<file path="config.mk">
export PLATFORM = sky130hd
export DESIGN_NAME = if_fetch_unit_flat
export DESIGN_NICKNAME = d
export VERILOG_FILES = /design/src/rtl/if_fetch_unit_if.sv /design/src/rtl/if_fetch_unit.sv /design/src/flat_wrapper.sv
export SDC_FILE = /design/constraint.sdc
export NUM_CORES = 1
export LEC_CHECK = 0
export CAP_MARGIN = 20
export CORE_ASPECT_RATIO = 1.4
export CORE_MARGIN = 5
export CORE_UTILIZATION = 40
export DETAILED_ROUTE_END_ITERATION = 8
export PLACE_DENSITY_LB_ADDON = 0.12
export SYNTH_ARGS = -nofsm -noshare
export SYNTH_HDL_FRONTEND = slang
export SYNTH_SLANG_ARGS = --single-unit
</file>
<file path="constraint.sdc">
create_clock -name clk -period 11.6 [get_ports clk]
set_clock_uncertainty 0.1 [all_clocks]
set_input_delay 2.9 -clock clk [delete_from_list [all_inputs] [get_ports clk]]
set_output_delay 2.9 -clock clk [all_outputs]
set_load 0.01 [all_outputs]
</file>
<file path="src/rtl/if_fetch_unit_if.sv">
// Instruction-memory bus between the fetch stage (master) and instruction memory (slave).
// Carries the request handshake (valid/ready/addr) and the in-order response (valid/data).
interface if_fetch_unit_if;
    logic        imem_req_valid;
    logic        imem_req_ready;
    logic [31:0] imem_req_addr;
    logic        imem_rsp_valid;
    logic [31:0] imem_rsp_data;

    modport master (
        output imem_req_valid,
        output imem_req_addr,
        input  imem_req_ready,
        input  imem_rsp_valid,
        input  imem_rsp_data
    );

    modport slave (
        input  imem_req_valid,
        input  imem_req_addr,
        output imem_req_ready,
        output imem_rsp_valid,
        output imem_rsp_data
    );
endinterface

</file>
<file path="src/rtl/if_fetch_unit.sv">
// Instruction-fetch stage: owns the fetch PC, issues in-order requests to instruction
// memory, buffers returned words with their PCs and presents the buffer head to decode.
// Redirects flush the buffer and discard responses still in flight.
// Optional feature: define FETCH_PERF_EN to add the perf_fetched / perf_bubbles counters.
module if_fetch_unit #(
    parameter logic [31:0] RESET_PC   = 32'h0000_0000,
    parameter int          FIFO_DEPTH = 2,
    parameter logic [31:0] NOP_INST   = 32'h0000_0013
) (
    input  logic            clk,
    input  logic            rst_n,
    if_fetch_unit_if.master imem,
    input  logic            redirect_valid,
    input  logic [31:0]     redirect_pc,
    input  logic            stall_ID,
    output logic [31:0]     inst_IF,
    output logic [31:0]     PC_IF,
    output logic            inst_valid_IF
`ifdef FETCH_PERF_EN
    ,
    output logic [31:0]     perf_fetched,
    output logic [31:0]     perf_bubbles
`endif
);

    localparam int PTR_W = (FIFO_DEPTH > 1) ? $clog2(FIFO_DEPTH) : 1;
    localparam int CNT_W = PTR_W + 1;
    localparam logic [CNT_W:0] DEPTH_SUM = (CNT_W + 1)'(FIFO_DEPTH);

    typedef enum logic [1:0] {
        ST_IDLE,
        ST_RUN,
        ST_DRAIN
    } state_t;

    state_t             r_state;
    state_t             w_stateNext;
    logic [31:0]        r_pc;
    logic [CNT_W-1:0]   r_inflight;
    logic [CNT_W-1:0]   w_inflightNext;
    logic [CNT_W-1:0]   r_discard;
    logic [CNT_W-1:0]   w_discardNext;
    logic [CNT_W-1:0]   r_count;
    logic [PTR_W-1:0]   r_rdPtr;
    logic [PTR_W-1:0]   r_wrPtr;
    logic [31:0]        r_bufInst [FIFO_DEPTH];
    logic [31:0]        r_bufPc   [FIFO_DEPTH];
    logic [CNT_W:0]     w_credit;
    logic               w_reqValid;
    logic               w_accept;
    logic               w_rspValid;
    logic               w_push;
    logic               w_pop;
    logic               w_instValid;
    logic [31:0]        w_oldestPc;
    logic [31:0]        w_redirectTarget;

    // Request side: issue only in RUN, never on a redirect cycle, and only while buffer
    // slots outnumber words already owed to us, so a response can always be stored.
    always_comb begin
        w_credit   = {1'b0, r_inflight} + {1'b0, r_count};
        w_reqValid = rst_n & (r_state == ST_RUN) & ~redirect_valid & (w_credit < DEPTH_SUM);
        w_accept   = w_reqValid & imem.imem_req_ready;
    end

    assign imem.imem_req_valid = w_reqValid;
    assign imem.imem_req_addr  = r_pc;

    // Response bookkeeping: in-flight requests are always a contiguous run ending just
    // below the fetch PC, so the oldest one's PC is recovered from the in-flight count.
    always_comb begin
        w_rspValid       = imem.imem_rsp_valid;
        w_push           = w_rspValid & (r_state == ST_RUN) & ~redirect_valid;
        w_oldestPc       = r_pc - (32'(r_inflight) << 2);
        w_inflightNext   = r_inflight + CNT_W'(w_accept) - CNT_W'(w_rspValid);
        w_redirectTarget = redirect_pc & 32'hFFFF_FFFC;
        w_discardNext    = r_discard;
        if (redirect_valid) begin
            w_discardNext = w_inflightNext;
        end else if ((r_state == ST_DRAIN) && w_rspValid) begin
            w_discardNext = r_discard - CNT_W'(1);
        end
    end

    // Next-state logic: drain stale responses after a redirect before fetching again.
    always_comb begin
        w_stateNext = r_state;
        case (r_state)
            ST_IDLE: begin
                w_stateNext = ST_RUN;
            end
            ST_RUN: begin
                if (redirect_valid && (w_inflightNext != '0)) begin
                    w_stateNext = ST_DRAIN;
                end
            end
            ST_DRAIN: begin
                if (w_discardNext == '0) begin
                    w_stateNext = ST_RUN;
                end
            end
            default: begin
                w_stateNext = ST_IDLE;
            end
        endcase
    end

    // State register.
    always_ff @(posedge clk) begin
        if (!rst_n) begin
            r_state <= ST_IDLE;
        end else begin
            r_state <= w_stateNext;
        end
    end

    // Fetch PC, in-flight and discard counters; a redirect overrides sequential advance.
    always_ff @(posedge clk) begin
        if (!rst_n) begin
            r_pc       <= RESET_PC;
            r_inflight <= '0;
            r_discard  <= '0;
        end else begin
            r_inflight <= w_inflightNext;
            r_discard  <= w_discardNext;
            if (redirect_valid) begin
                r_pc <= w_redirectTarget;
            end else if (w_accept) begin
                r_pc <= r_pc + 32'd4;
            end
        end
    end

    // Fetch-buffer pointers and occupancy; a redirect empties it on the same edge.
    always_ff @(posedge clk) begin
        if (!rst_n) begin
            r_rdPtr <= '0;
            r_wrPtr <= '0;
            r_count <= '0;
        end else if (redirect_valid) begin
            r_rdPtr <= '0;
            r_wrPtr <= '0;
            r_count <= '0;
        end else begin
            if (w_push) begin
                r_wrPtr <= r_wrPtr + PTR_W'(1);
            end
            if (w_pop) begin
                r_rdPtr <= r_rdPtr + PTR_W'(1);
            end
            r_count <= r_count + CNT_W'(w_push) - CNT_W'(w_pop);
        end
    end

    // Fetch-buffer storage; contents are only visible while occupancy is non-zero.
    always_ff @(posedge clk) begin
        if (w_push) begin
            r_bufInst[r_wrPtr] <= imem.imem_rsp_data;
            r_bufPc[r_wrPtr]   <= w_oldestPc;
        end
    end

    // Head of the buffer drives decode directly; an empty buffer shows a NOP at PC 0.
    always_comb begin
        w_instValid   = rst_n & (r_count != '0);
        w_pop         = w_instValid & ~stall_ID;
        inst_valid_IF = w_instValid;
        inst_IF       = w_instValid ? r_bufInst[r_rdPtr] : NOP_INST;
        PC_IF         = w_instValid ? r_bufPc[r_rdPtr] : 32'h0000_0000;
    end

`ifdef FETCH_PERF_EN
    // Counters of delivered instructions and of RUN cycles where decode sat waiting.
    always_ff @(posedge clk) begin
        if (!rst_n) begin
            perf_fetched <= '0;
            perf_bubbles <= '0;
        end else begin
            if (w_pop) begin
                perf_fetched <= perf_fetched + 32'd1;
            end
            if ((r_state == ST_RUN) && !w_instValid && !stall_ID) begin
                perf_bubbles <= perf_bubbles + 32'd1;
            end
        end
    end
`endif

endmodule
</file>
<file path="src/flat_wrapper.sv">
// flat-port wrapper written by rule: the top's interface ports become plain ports
module if_fetch_unit_flat 
#(
    parameter logic [31:0] RESET_PC   = 32'h0000_0000,
    parameter int          FIFO_DEPTH = 2,
    parameter logic [31:0] NOP_INST   = 32'h0000_0013
)
  (clk, rst_n, redirect_valid, redirect_pc, stall_ID, inst_IF, PC_IF, inst_valid_IF, imem_imem_req_valid, imem_imem_req_addr, imem_imem_req_ready, imem_imem_rsp_valid, imem_imem_rsp_data);
  if_fetch_unit_if imem_i ();
  input  logic clk;
  input  logic rst_n;
  input  logic redirect_valid;
  input  logic [31:0] redirect_pc;
  input  logic stall_ID;
  output logic [31:0] inst_IF;
  output logic [31:0] PC_IF;
  output logic inst_valid_IF;
  output wire logic [$bits(imem_i.imem_req_valid)-1:0] imem_imem_req_valid;
  output wire logic [$bits(imem_i.imem_req_addr)-1:0] imem_imem_req_addr;
  input wire logic [$bits(imem_i.imem_req_ready)-1:0] imem_imem_req_ready;
  input wire logic [$bits(imem_i.imem_rsp_valid)-1:0] imem_imem_rsp_valid;
  input wire logic [$bits(imem_i.imem_rsp_data)-1:0] imem_imem_rsp_data;
  assign imem_imem_req_valid = imem_i.imem_req_valid;
  assign imem_imem_req_addr = imem_i.imem_req_addr;
  assign imem_i.imem_req_ready = imem_imem_req_ready;
  assign imem_i.imem_rsp_valid = imem_imem_rsp_valid;
  assign imem_i.imem_rsp_data = imem_imem_rsp_data;
  if_fetch_unit #(.RESET_PC(RESET_PC), .FIFO_DEPTH(FIFO_DEPTH), .NOP_INST(NOP_INST)) u_core (.clk(clk), .rst_n(rst_n), .imem(imem_i), .redirect_valid(redirect_valid), .redirect_pc(redirect_pc), .stall_ID(stall_ID), .inst_IF(inst_IF), .PC_IF(PC_IF), .inst_valid_IF(inst_valid_IF));
endmodule
</file>
After elaboration in Yosys (flattened, before gate mapping)
Memories as Yosys holds them, arrays and structs flattened. A register that Yosys moved wholly into a read port is not among the register bits.
Index checks and enable logic that the tools add are counted.
{"block": "classes", "addsub": 10, "order_cmp": 1, "eq_ne": 4, "muxes": 15, "bitwise": 11, "n_reduce_logical": 9}
{"operator": "$mux W32", "n": 4}
{"operator": "$add A32 B3 Y32 const B", "n": 1}
{"operator": "$sub A32 B4 Y32", "n": 1}
{"operator": "$and A1 B1 Y1", "n": 8}
{"operator": "$mux W2", "n": 4}
{"operator": "$mux W1", "n": 6}
{"operator": "$pmux W2 S3", "n": 1}
{"operator": "$reduce_bool A2 Y1", "n": 3}
{"operator": "$add A2 B1 Y2", "n": 2}
{"operator": "$logic_not A2 Y1", "n": 2}
{"operator": "$ne A2 B2 Y1 const B", "n": 2}
{"operator": "$sub A2 B1 Y2", "n": 2}
{"operator": "$add A2 B2 Y3", "n": 1}
{"operator": "$lt A3 B2 Y1 const B", "n": 1}
{"operator": "$not A1 Y1", "n": 3}
{"operator": "$add A1 B1 Y1 const B", "n": 2}
{"operator": "$eq A2 B1 Y1 const B", "n": 1}
{"operator": "$eq A2 B2 Y1 const B", "n": 1}
{"operator": "$logic_and A1 B1 Y1", "n": 2}
{"operator": "$reduce_and A2 Y1", "n": 1}
{"operator": "$reduce_or A2 Y1", "n": 1}
{"operator": "$sub A2 B1 Y2 const B", "n": 1}
{"block": "totals", "ff_bits": 42, "ram_bits": 128, "input_bits": 70, "output_inout_bits": 98, "word_cells": 60, "n_memories": 2}
{"name": "u_core.r_bufInst", "depth": 2, "word_bits": 32, "read_ports": 1, "rd_ports_with_merged_regs": 1, "write_ports": 1, "line_no": "if_fetch_unit.sv:46", "source": "logic [31:0] r_bufInst [FIFO_DEPTH];"}
{"name": "u_core.r_bufPc", "depth": 2, "word_bits": 32, "read_ports": 1, "rd_ports_with_merged_regs": 1, "write_ports": 1, "line_no": "if_fetch_unit.sv:47", "source": "logic [31:0] r_bufPc [FIFO_DEPTH];"}

Longest topological paths before layout
{"block": "logic_depth", "depth_word": 11, "ltp_mapped": 10, "depth_no_buf": 10}

Worst setup path after synthesis
Ideal clock, no wire load.
{"block": "synth_path", "path_kind": "input -> output", "from": "in rst_n", "to": "out inst_IF[0]", "t_arrival_ns": 3.843, "required_time_ns": 8.600, "setup_slack_ns": 4.757, "path_stages": 5, "path_buffers": 2, "cell_sequence": "clkbuf_1 o21ai_1 clkbuf_1 inv_1 nand2_1"}
{"block": "synth_via", "elab_chain_len": 2}
{"item": "start, declared", "line_no": "flat_wrapper.sv:11", "source": "input logic rst_n;"}
{"item": "$and A1 B1 Y1", "line_no": "if_fetch_unit.sv:165", "source": "w_instValid = rst_n & (r_count != '0);"}
{"item": "named net inst_valid_IF", "line_no": "flat_wrapper.sv:17", "source": "output logic inst_valid_IF;"}
{"item": "$mux W32", "line_no": "if_fetch_unit.sv:168", "source": "inst_IF = w_instValid ? r_bufInst[r_rdPtr] : NOP_INST;"}
{"item": "end, declared", "line_no": "flat_wrapper.sv:15", "source": "output logic [31:0] inst_IF;"}
The timed path passes the listed nets, and every way through them passes these cells.

Worst setup path in the final report
{"block": "layout_path", "from": "in rst_n", "to": "out inst_IF[0]"}
{"block": "layout_via", "elab_chain_len": 2}
{"item": "$and A1 B1 Y1", "line_no": "if_fetch_unit.sv:165"}
{"item": "$mux W32", "line_no": "if_fetch_unit.sv:168"}
Every way passes these cells.

==> summary.txt <==
Timing
  • Hold Vio Cnt, Final: 0
  • Total negative slack: 0 ns
  • Least-Margin Pin Slew: 1.08 ns
  • Worst slew margin: 27.7%
  • Tmin final: 8.03 ns
  • FMAX: 125 MHz
  • Final Slew Violations: 0
  • Final setup vio count: 0
  • Unrepaired setup endpoints after global routing: false
  • Final period util: 69.2%
  • Hold_ws: 0.416 ns

Floorplan
  • Die height: 173 um
  • Die Wd: 127 um
  • Row Count: 59
  • Die footprint: 21900 sq um
  • Io pins: 168
  • Initial core utilization: 40.8%
  • Core area: 18700 sq um

Synthesis
  • Post-synth top area cell: edfxtp_1
  • Mapped Cells: 656
  • Sequential-to-total area share from yosys stat: 59.7%
  • Post-synth EDFFs: 124
  • Post-synth ARST share: 0%
  • Mapped cell area: 7610 sq um
  • Top post-synthesis cells by area: edfxtp_1 (49%), dfxtp_1 (11%), mux2i_1 (8.2%), nor2_1 (4.4%), xnor2_1 (2.4%)
  • Yosys warns: 0
  • Post-synth top area share: 48.9%
  • Most used DFF post-synth: edfxtp_1
  • #FFs+latches synth: 165
  • Unique cell type count in the Yosys netlist: 64
  • Syn avg cell area: 11.6 sq um

Hold path
  • WHS Endpoint: u_core.r_rdPtr
  • Hold path start: u_core.r_rdPtr
  • Hold path cells: 2
  • Hold Path Class: reg -> reg

Clock tree
  • Clk buf depth: 2
  • CTS resizes: 0
  • Cts hold-fix bufs: 0
  • CTS tree: built
  • H-tree depth: 4
  • Worst-path clk slew: 0.06 ns
  • Number of buffers created by CTS: 17
  • Clock Latency Late Sink: 0.41 ns
  • Total setup buffers inserted after CTS: 0
  • Clock Tree Root: clkbuf_16
  • Clock Sinks: 165

Global routing
  • Grt total ovfl: 0
  • Largest net degree at the start of global routing: 63
  • Number of global-route vias before repair: 5735
  • First-pass GRT wire length: 28800 um
  • Initial antenna violation count: 0
  • Tot GR Track Use: 16.3%

Worst setup path
  • Reg2reg start: u_core.r_count[0]
  • Crit path arrival time: 5.03 ns
  • Most used cell, CP: clkdlybuf4s50_1
  • Crit. End Element: output pin
  • R2R setup slack: 8.29 ns
  • Critical Path RT: 8.60 ns
  • Crit Path Category: in -> out
  • Stages on worst setup path: 6
  • Maximum net fanout on the critical path: 61
  • Reg2reg end: u_core.r_state[1]
  • Top Family by Delay on Critical Path: buffers and inverters
  • Worst path bufs/invs: 4
  • Path depth of the worst reg2reg path: 9
  • Slowest cell delay on critical path: 0.62 ns
  • Worst path cell trace: clkdlybuf4s50_1 -> o21ai_4 -> buf_4 -> inv_1 -> nand2_1 -> clkdlybuf4s50_1
  • Crit-path slowest cell: clkdlybuf4s50_1
  • Element type at the critical path start: input pin

Placed design
  • RePlAce Congestion: 0.790
  • Port Buffers: 161
  • Post-DP HPWL: 12300 um

Cells and area
  • Core Util, Final: 53.2%
  • N_diodes: 0
  • Layout cell share with drive strength beyond 1: 6.16%
  • Nets@finish: 878
  • Syn-to-layout area delta: 30.6%

Routing
  • Initial DRC count: 263
  • Drt drc: 0
  • Final wirelength: 17900 um
  • DRT Pass-1 Iters: 4
  • Drt via density: 5.22
  • Via count: 5509
  • WL per Instance: 17.0 um
  • Final ANT Viol Nets: 0

Pwr
  • Peak supply drop: 0.0000985 V
  • Tot Pwr: 1.32 mW
  • Pwr dens: 133 nW/um^2
  • Leakage: 3.27 nW

Status
  • Outcome: finished clean

Run
  • Max-cap viol count: 0
[layout by cell type, fill, tap and decap left out, types with 4 or more instances in the layout]
master / n
buf_4: 6
nand3_1: 9
inv_6: 4
clkinvlp_4: 4
nand2_1: 42
nor2_1: 89
edfxtp_1: 124
and4_1: 6
o21ai_0: 18
and2_1: 6
nor4_1: 7
o311ai_0: 4
nand4_1: 13
conb_1: 4
mux2i_1: 62
dfxtp_1: 40
inv_1: 17
clkdlybuf4s50_1: 161
and3_1: 9
xor2_1: 14
or4_1: 9
nor3_1: 18
a31oi_1: 15
clkbuf_16: 17
xnor2_1: 21
a21oi_1: 21
ha_1: 7
a32oi_1: 4
[worst reg2reg max path, stage by stage, from the launching register on]
cell and delay [ns]:
dfxtp_1 0.38, inv_1 0.08, nor2_1 0.13, fa_1 0.47, nor4b_1 0.83, ha_1 0.31
xnor2_1 0.08, xnor2_1 0.35, o221ai_1 0.22, o32ai_1 0.27
[registers in the layout, indices dropped and copies added (netlist names), named ones only]
name                       cells
u_core.r_discard               2
u_core.r_bufPc                60
u_core.r_rdPtr                 1
u_core.imem.imem_req_addr     30
u_core.r_inflight              2
u_core.r_wrPtr                 1
u_core.r_bufInst              64
u_core.r_count                 2
u_core.r_state                 2
[per-stage QoR]
step / instances / cell area [sq um] / setup WS, ns
floorplan: 659 / 7620 / 4.76
global placement: 1023 / 9410 / 3.60
detailed placement: 1024 / 9410 / 3.54
CTS: 1056 / 9940 / 3.53
global route: 1056 / 9940 / 3.36
finish: 1056 / 9940 / 3.57
[synth_stat cells (13+ instances only)]
| library cell | number |
|---|---|
| xor2_1 | 14 |
| xnor2_1 | 21 |
| nor2_1 | 89 |
| o21ai_0 | 18 |
| nand2_1 | 42 |
| mux2i_1 | 62 |
| nand4_1 | 13 |
| dfxtp_1 | 41 |
| a21oi_1 | 21 |
| inv_1 | 17 |
| clkbuf_1 | 38 |
| nor3_1 | 18 |
| a31oi_1 | 15 |
| edfxtp_1 | 124 |
[layer usage]
layer / track usage, % / part of all wire (%) / vias to the layer above
li1: - / - / 2696
met1: 19.5 / 42 / 2611
met2: 28.2 / 51 / 177
met3: 3.58 / 5.3 / 25
met4: 6.31 / 2.1 / 0
met5: 0 / 0 / -
[power by group]
part	total, mW	switching, mW	leakage, nW	internal (mW)
Clock	0.502	0.227	0.249	0.275
Sequential	0.683	0.0212	1.47	0.662
Combinational	0.137	0.0684	1.55	0.0690
Total	1.32	0.316	3.27	1.01
[cell type report]
type / count / area, sq um
Inverter: 17 / 63.8
Sequential cell: 165 / 4550
Fill cell: 1661 / 8730
Clock buffer: 18 / 429
Tap cell: 244 / 305
Timing Repair Buffer: 168 / 1660
Multi-Input combinational cell: 430 / 2830
Clock inverter: 14 / 104
[worst max-delay path by stage]
stage | start | end | slack, ns
final | rst_n | inst_IF[0] | 3.57
after global routing | rst_n | inst_IF[1] | 3.36
after CTS | rst_n | inst_IF[0] | 3.53
after detailed placement | rst_n | inst_IF[0] | 3.54
after global placement | rst_n | inst_IF[0] | 3.60
after floorplan | rst_n | inst_IF[0] | 4.76
[logic make-up after synthesis]
kind of cell | after synthesis | share of synthesized area [%]
AOI/OAI and AO/OA | 84 | 7.12
buffers and inverters | 64 | 3.50
xor gates and xnor gates | 35 | 4.03
DFF | 165 | 59.7
adders and majority gates | 9 | 1.68
and+or+nand+nor | 234 | 15.5
muxes | 64 | 8.45
other | 1 | 0.0493
Power figures use the tool's default switching activity.
